### config.mk
export PLATFORM = sky130hd
export DESIGN_NAME = reset_sequencer
export DESIGN_NICKNAME = d
export VERILOG_FILES = /design/src/rtl/reset_seq_pkg.sv /design/src/rtl/seq_counter.sv /design/src/rtl/reset_sequencer.sv
export SDC_FILE = /design/constraint.sdc
export NUM_CORES = 1
export LEC_CHECK = 0
export CORE_MARGIN = 1
export CORE_UTILIZATION = 50
export CTS_CLUSTER_DIAMETER = 60
export DETAILED_ROUTE_END_ITERATION = 8
export GPL_TIMING_DRIVEN = 0
export PLACE_DENSITY_LB_ADDON = 0.25
export SETUP_SLACK_MARGIN = 0.05
export SLEW_MARGIN = 20
export SYNTH_ARGS = -nofsm -noshare
export SYNTH_HDL_FRONTEND = slang
export SYNTH_SLANG_ARGS = --single-unit
### constraint.sdc
create_clock -name clk -period 3.26 [get_ports clk]
set_input_delay 0.652 -clock clk [delete_from_list [all_inputs] [get_ports clk]]
set_output_delay 0.652 -clock clk [all_outputs]
set_load 0.05 [all_outputs]
### src/rtl/reset_seq_pkg.sv
// reset_seq_pkg: shared state encoding and default widths for the reset sequencer
package reset_seq_pkg;
  typedef enum logic [1:0] {IDLE = 2'd0, HOLD = 2'd1, RUN = 2'd2, DONE = 2'd3} seq_state_t;
  localparam int SEQ_CTR_W = 32;
endpackage

### src/rtl/seq_counter.sv
// seq_counter: clearable, enabled up-counter flagging the cycle before it reaches TERM
module seq_counter #(
  parameter int W = 8,
  parameter int TERM = 1
) (
  input  logic         clk,
  input  logic         rst,
  input  logic         clr,
  input  logic         en,
  output logic [W-1:0] q,
  output logic         last
);
  assign last = q == W'(TERM - 1);
  always_ff @(posedge clk)
    q <= (rst || clr) ? '0 : en ? q + W'(1) : q;
endmodule

### src/rtl/reset_sequencer.sv
// reset_sequencer: holds a downstream stage in reset, opens a bounded run window, then flags done
module reset_sequencer
  import reset_seq_pkg::*;
#(
  parameter int HOLD_CYCLES = 4,
  parameter int RUN_CYCLES = 10,
  parameter int CTR_W = SEQ_CTR_W
) (
  input  logic             clk,
  input  logic             rst,
  input  logic             start,
  input  logic             pause,
  output logic             dut_rst,
  output logic             running,
  output logic             done,
  output logic [CTR_W-1:0] cycle_count
);
  localparam int HW = $clog2(HOLD_CYCLES + 1);
  seq_state_t state, nxt;
  logic go, hold_last, run_last;
  logic [HW-1:0] hold_unused;
  seq_counter #(.W(HW), .TERM(HOLD_CYCLES)) u_hold (
    .clk(clk), .rst(rst), .clr(go), .en(state == HOLD), .q(hold_unused), .last(hold_last)
  );
  seq_counter #(.W(CTR_W), .TERM(RUN_CYCLES)) u_run (
    .clk(clk), .rst(rst), .clr(go), .en(state == RUN && !pause), .q(cycle_count), .last(run_last)
  );
  always_comb begin
    go = start && (state == IDLE || state == DONE);
    nxt = go ? HOLD :
          (state == HOLD && hold_last) ? RUN :
          (state == RUN && !pause && run_last) ? DONE : state;
  end
  // outputs are registered from the next state so they change on the same edge as the state
  always_ff @(posedge clk) begin
    if (rst) begin
      state   <= IDLE;
      dut_rst <= 1'b1;
      running <= 1'b0;
      done    <= 1'b0;
    end else begin
      state   <= nxt;
      dut_rst <= nxt != RUN;
      running <= nxt == RUN;
      done    <= nxt == DONE;
    end
  end
endmodule

Word-level counts from Yosys, hierarchy flattened
Index checks and enable logic that the tools add are counted.

Output and inout bits: 35. Register bits after elaboration: 40. Input port bits: 4.

$add $sub $neg: 2. Equality and inequality tests: 8. Mux-type cells: 3. Reduce and logical (&&, ||, !) cells: 8.

Operators with widths (number): $add A32 B1 Y32 const B (1); $eq A32 B4 Y1 const B (1); $eq A2 B2 Y1 const B (4); $mux W2 (3); $logic_and A1 B1 Y1 (4); $add A3 B1 Y3 const B (1); $eq A3 B2 Y1 const B (1); $eq A2 B1 Y1 const B (1); $logic_not A2 Y1 (1); $logic_or A1 B1 Y1 (2); $ne A2 B2 Y1 const B (1); $logic_not A1 Y1 (1).

Depth between registers and ports, before layout
Depth in word-level cells: 7. Depth in mapped cells: 7. Depth with buffers taken out: 6.

Modules after synthesis
A second synthesis with hierarchy kept.

Cell total of the unflattened synthesis: 229. Area total of the unflattened synthesis: 1985.7 sq um.

By module, submodules not included: seq_counter (u_run) (times used 1, cells each 194, area an instance 1606.5 sq um, sequential area each 640.6 sq um); reset_sequencer (times used 1, cells each 23, area an instance 232.7 sq um, sequential area each 100.1 sq um); seq_counter (u_hold) (times used 1, cells each 12, area an instance 146.4 sq um, sequential area each 60.1 sq um).

Worst setup path before layout
Ideal clock, no wire load.

Path kind: register to register. Start: register u_run.q[0]. End: register u_run.q[24]. Data required time: 3.188 ns. Slack: 1.240 ns. Stages on the path, launching flop included: 7. Arrival: 1.948 ns. Path buffers: 1. Cells stage by stage: dfxtp_1 ha_1 and3_1 nand2_1 clkbuf_1 nor4_1 mux2i_1.

Longest elaborated chain between the ends: 1.

Ends and longest elaborated chain: start: declaration (line seq_counter.sv:10) `output logic [W-1:0] q,`; start signal: assignment (line seq_counter.sv:15) `q <= (rst || clr) ? '0 : en ? q + W'(1) : q;`; $add A32 B1 Y32 (line seq_counter.sv:15).

Every way passes these cells. A chain may end at the register's enable or synchronous reset.

Worst setup path after layout
Start: input port start. End: register u_run.q[29].

Longest elaborated chain between the ends: 2.

Ends and longest elaborated chain: start: declaration (line reset_sequencer.sv:11) `input logic start,`; $logic_and A1 B1 Y1 (line reset_sequencer.sv:29) `go = start && (state == IDLE || state == DONE);`; $logic_or A1 B1 Y1 (line seq_counter.sv:15).

Every way passes these cells.

==> results.sh <==
export IMPL_synth_cell_area_um2=2040
export IMPL_cts_resized=0
export IMPL_insertion_delay_ns=0.29
export IMPL_htree_levels=2
export IMPL_dieArea_um2=4350
export IMPL_synth_top_area_share_pct=39.2
export IMPL_ir_drop_mv=0.240
export IMPL_port_buffers=38
export IMPL_die_x_um=65.9
export IMPL_cts_buffers=5
export IMPL_drtPass1Iterations=4
export IMPL_synth_seq_cells=40
export IMPL_n_antenna_cell=0
export IMPL_synth_common_cells="40 x dfxtp_1, 30 x nand2_1, 19 x nor4_1, 16 x mux2i_1, 16 x nand2b_1"
export IMPL_synthSimpleGateAreaFrac_pct=33.2
export IMPL_worst_ep_required_time_ns=3.47
export IMPL_synth_compound_area_share_pct=7.59
export IMPL_max_clock_freq_mhz=400
export IMPL_num_vias=1906
export IMPL_synth_fp_nets=248
export IMPL_p_per_area_nw_per_um2=348
export IMPL_antenna_found_initial=0
export IMPL_gr_total_overflow=0
export IMPL_clk_pin_slew_ns=0.08
export IMPL_fin_setup_tns_ns=0
export IMPL_async_reset_ff_share_pct=0
export IMPL_ys_top_cells_by_area="dfxtp_1 39%, mux2i_1 7.8%, nor4_1 5.8%, nand2_1 5.5%, nand2b_1 4.9%"
export IMPL_rows=22
export IMPL_netlist_instances=238
export IMPL_power_uw=898
export IMPL_wl_per_cell_um=14.7
export IMPL_synth_cell_type_count=35
export IMPL_utilization_pct=68.0
export IMPL_drv_cap=0
export IMPL_drt_wl_total_um=4850
export IMPL_final_period_utilization_pct=76.8
export IMPL_worstSetupPathType="primary input to flop"
export IMPL_arrival_ns=2.72
export IMPL_worstPathMaxFanout=10
export IMPL_finalMaxSlewViolations=0
export IMPL_drive_above_1_share_pct=4.59
export IMPL_avgViaCountPerCell=5.76
export IMPL_grt_max_degree=12
export IMPL_setup_viol=0
export IMPL_grt_pass1_wl_um=8080
export IMPL_grt_pass1_vias=1672
export IMPL_grt_usage_pct=24.4
export IMPL_ys_flop_type="dfxtp_1"
export IMPL_hp_class="flop to flop"
export IMPL_start_kind="primary input"
export IMPL_cts_hold_buf=0
export IMPL_p_leak_nw=0.811
export IMPL_initial_core_util_pct=53.8
export IMPL_clock_sinks=40
export IMPL_synth_fa_ha_area_share_pct=3.67
export IMPL_status="finished clean"
export IMPL_min_period_ns=2.50
export IMPL_rsz0062_at_grt="false"
export IMPL_cts_root_buf="clkbuf_8"
export IMPL_synth_edff_count=0
export IMPL_maxSlewHeadroom_pct=64.3
export IMPL_hold_violations=0
export IMPL_cts_setup_buffers=0
export IMPL_drtAntennaViolNets=0
export IMPL_cts_tree="yes"
export IMPL_ios=39
export IMPL_synthMostInstantiatedCell="dfxtp_1"
export IMPL_dp_worst_setup_slack_ns=0.441
export IMPL_drt_iter0_drc=146
export IMPL_drc=0
export IMPL_area_growth_syn_to_layout_pct=26.3
export IMPL_synth_top_area_cell="dfxtp_1"
export IMPL_setup_slack_ns=0.757
export IMPL_synth_seq_area_share_pct=39.2
export IMPL_tightestPinTransition_ns=0.536
export IMPL_synth_xor_area_share_pct=3.86
export IMPL_synth_top_family_by_area="simple AND/OR/NAND/NOR gates"
export IMPL_dpl_cell_count=324
export IMPL_yosys_warnings=0
export IMPL_core_um2=3800
export IMPL_gp_congestion=0.787
export IMPL_clock_path_buffers=2
export IMPL_worstSetupEndpointType="flop"
export IMPL_skew_ns=0.00393
export IMPL_muxShareOfSynthArea_pct=7.83
export IMPL_hpwl_um=3390
export IMPL_die_y_um=65.9
export IMPL_nNetsFinal=293
export IMPL_final_cells=331
export IMPL_syn_area_per_cell_um2=8.59
[stage by stage]
stage / hold WS (ns) / instance area, um^2
after floorplan: 0.450 / 2040
after global placement: 0.477 / 2480
after detailed placement: 0.472 / 2480
after CTS: 0.483 / 2580
after global routing: 0.505 / 2580
final: 0.489 / 2580
[routing by layer]
metal	share of wire [%]	track usage (%)	vias to the layer above
met3	6.3	4.14	5
met5	0	0	-
met2	46	36.7	65
met4	1.1	8.51	0
met1	47	34.6	884
li1	-	-	952
[flip-flops by register name, indices dropped and copies added (netlist names)]
name,cells
u_hold.q,3
state,2
u_run.q,32
done,1
dut_rst,1
running,1
[report_power, final]
part / switching, mW / leakage, nW / internal [mW]
logic: 0.0295 / 0.438 / 0.0151
registers: 0.00212 / 0.323 / 0.491
clock network: 0.172 / 0.0503 / 0.189
total: 0.203 / 0.811 / 0.695
[layout by cell type (no fill, tap or decap), types with 2 or more instances in the layout]
master / n
nor4_1: 19
a211oi_1: 2
buf_1: 2
mux2i_1: 16
buf_6: 2
nand2b_1: 16
a21oi_1: 11
nor2_1: 12
dfxtp_1: 40
nand2_1: 30
clkbuf_8: 7
ha_1: 6
o21ai_0: 2
nand4_1: 6
nand3_1: 11
clkdlybuf4s50_1: 38
and3_1: 5
inv_1: 8
xnor2_1: 2
clkbuf_1: 8
nor4b_1: 2
o31ai_1: 6
or3_1: 2
xor2_1: 7
and4_1: 6
or4_1: 6
[area by class of cell]
class	count	area (um^2)
plain buffers	13	65.1
fillers	350	1220
repair buffers	38	380
well taps	48	60.1
multi-input cells	177	1150
inverters	8	30.0
flip-flops and latches	40	801
clock buffers	7	96.3
[cells by family (layout without fill, tap and decap cells)]
kind of cell / after synthesis / after routing
flops: 40 / 40
xor+xnor: 9 / 9
compound gates: 25 / 25
fa+ha+maj: 6 / 6
mux: 16 / 16
buf+inv: 21 / 66
simple gates: 121 / 121
[worst paths after layout]
kind	start	to	slack, ns	cells after the start
worst max-delay path	start	u_run.q[29]	0.76	6
worst min-delay path	state[0]	done	0.49	2
worst max register to register	state[0]	u_run.q[29]	0.78	7
worst min register to register	state[0]	done	0.49	2
[worst max-delay path, stage by stage]
cell,delay [ns]
clkdlybuf4s50_1,0.44
a21oi_1,0.46
clkbuf_1,0.43
buf_1,0.46
nand2_1,0.10
mux2i_1,0.16
(Power assumes the default switching activity.)
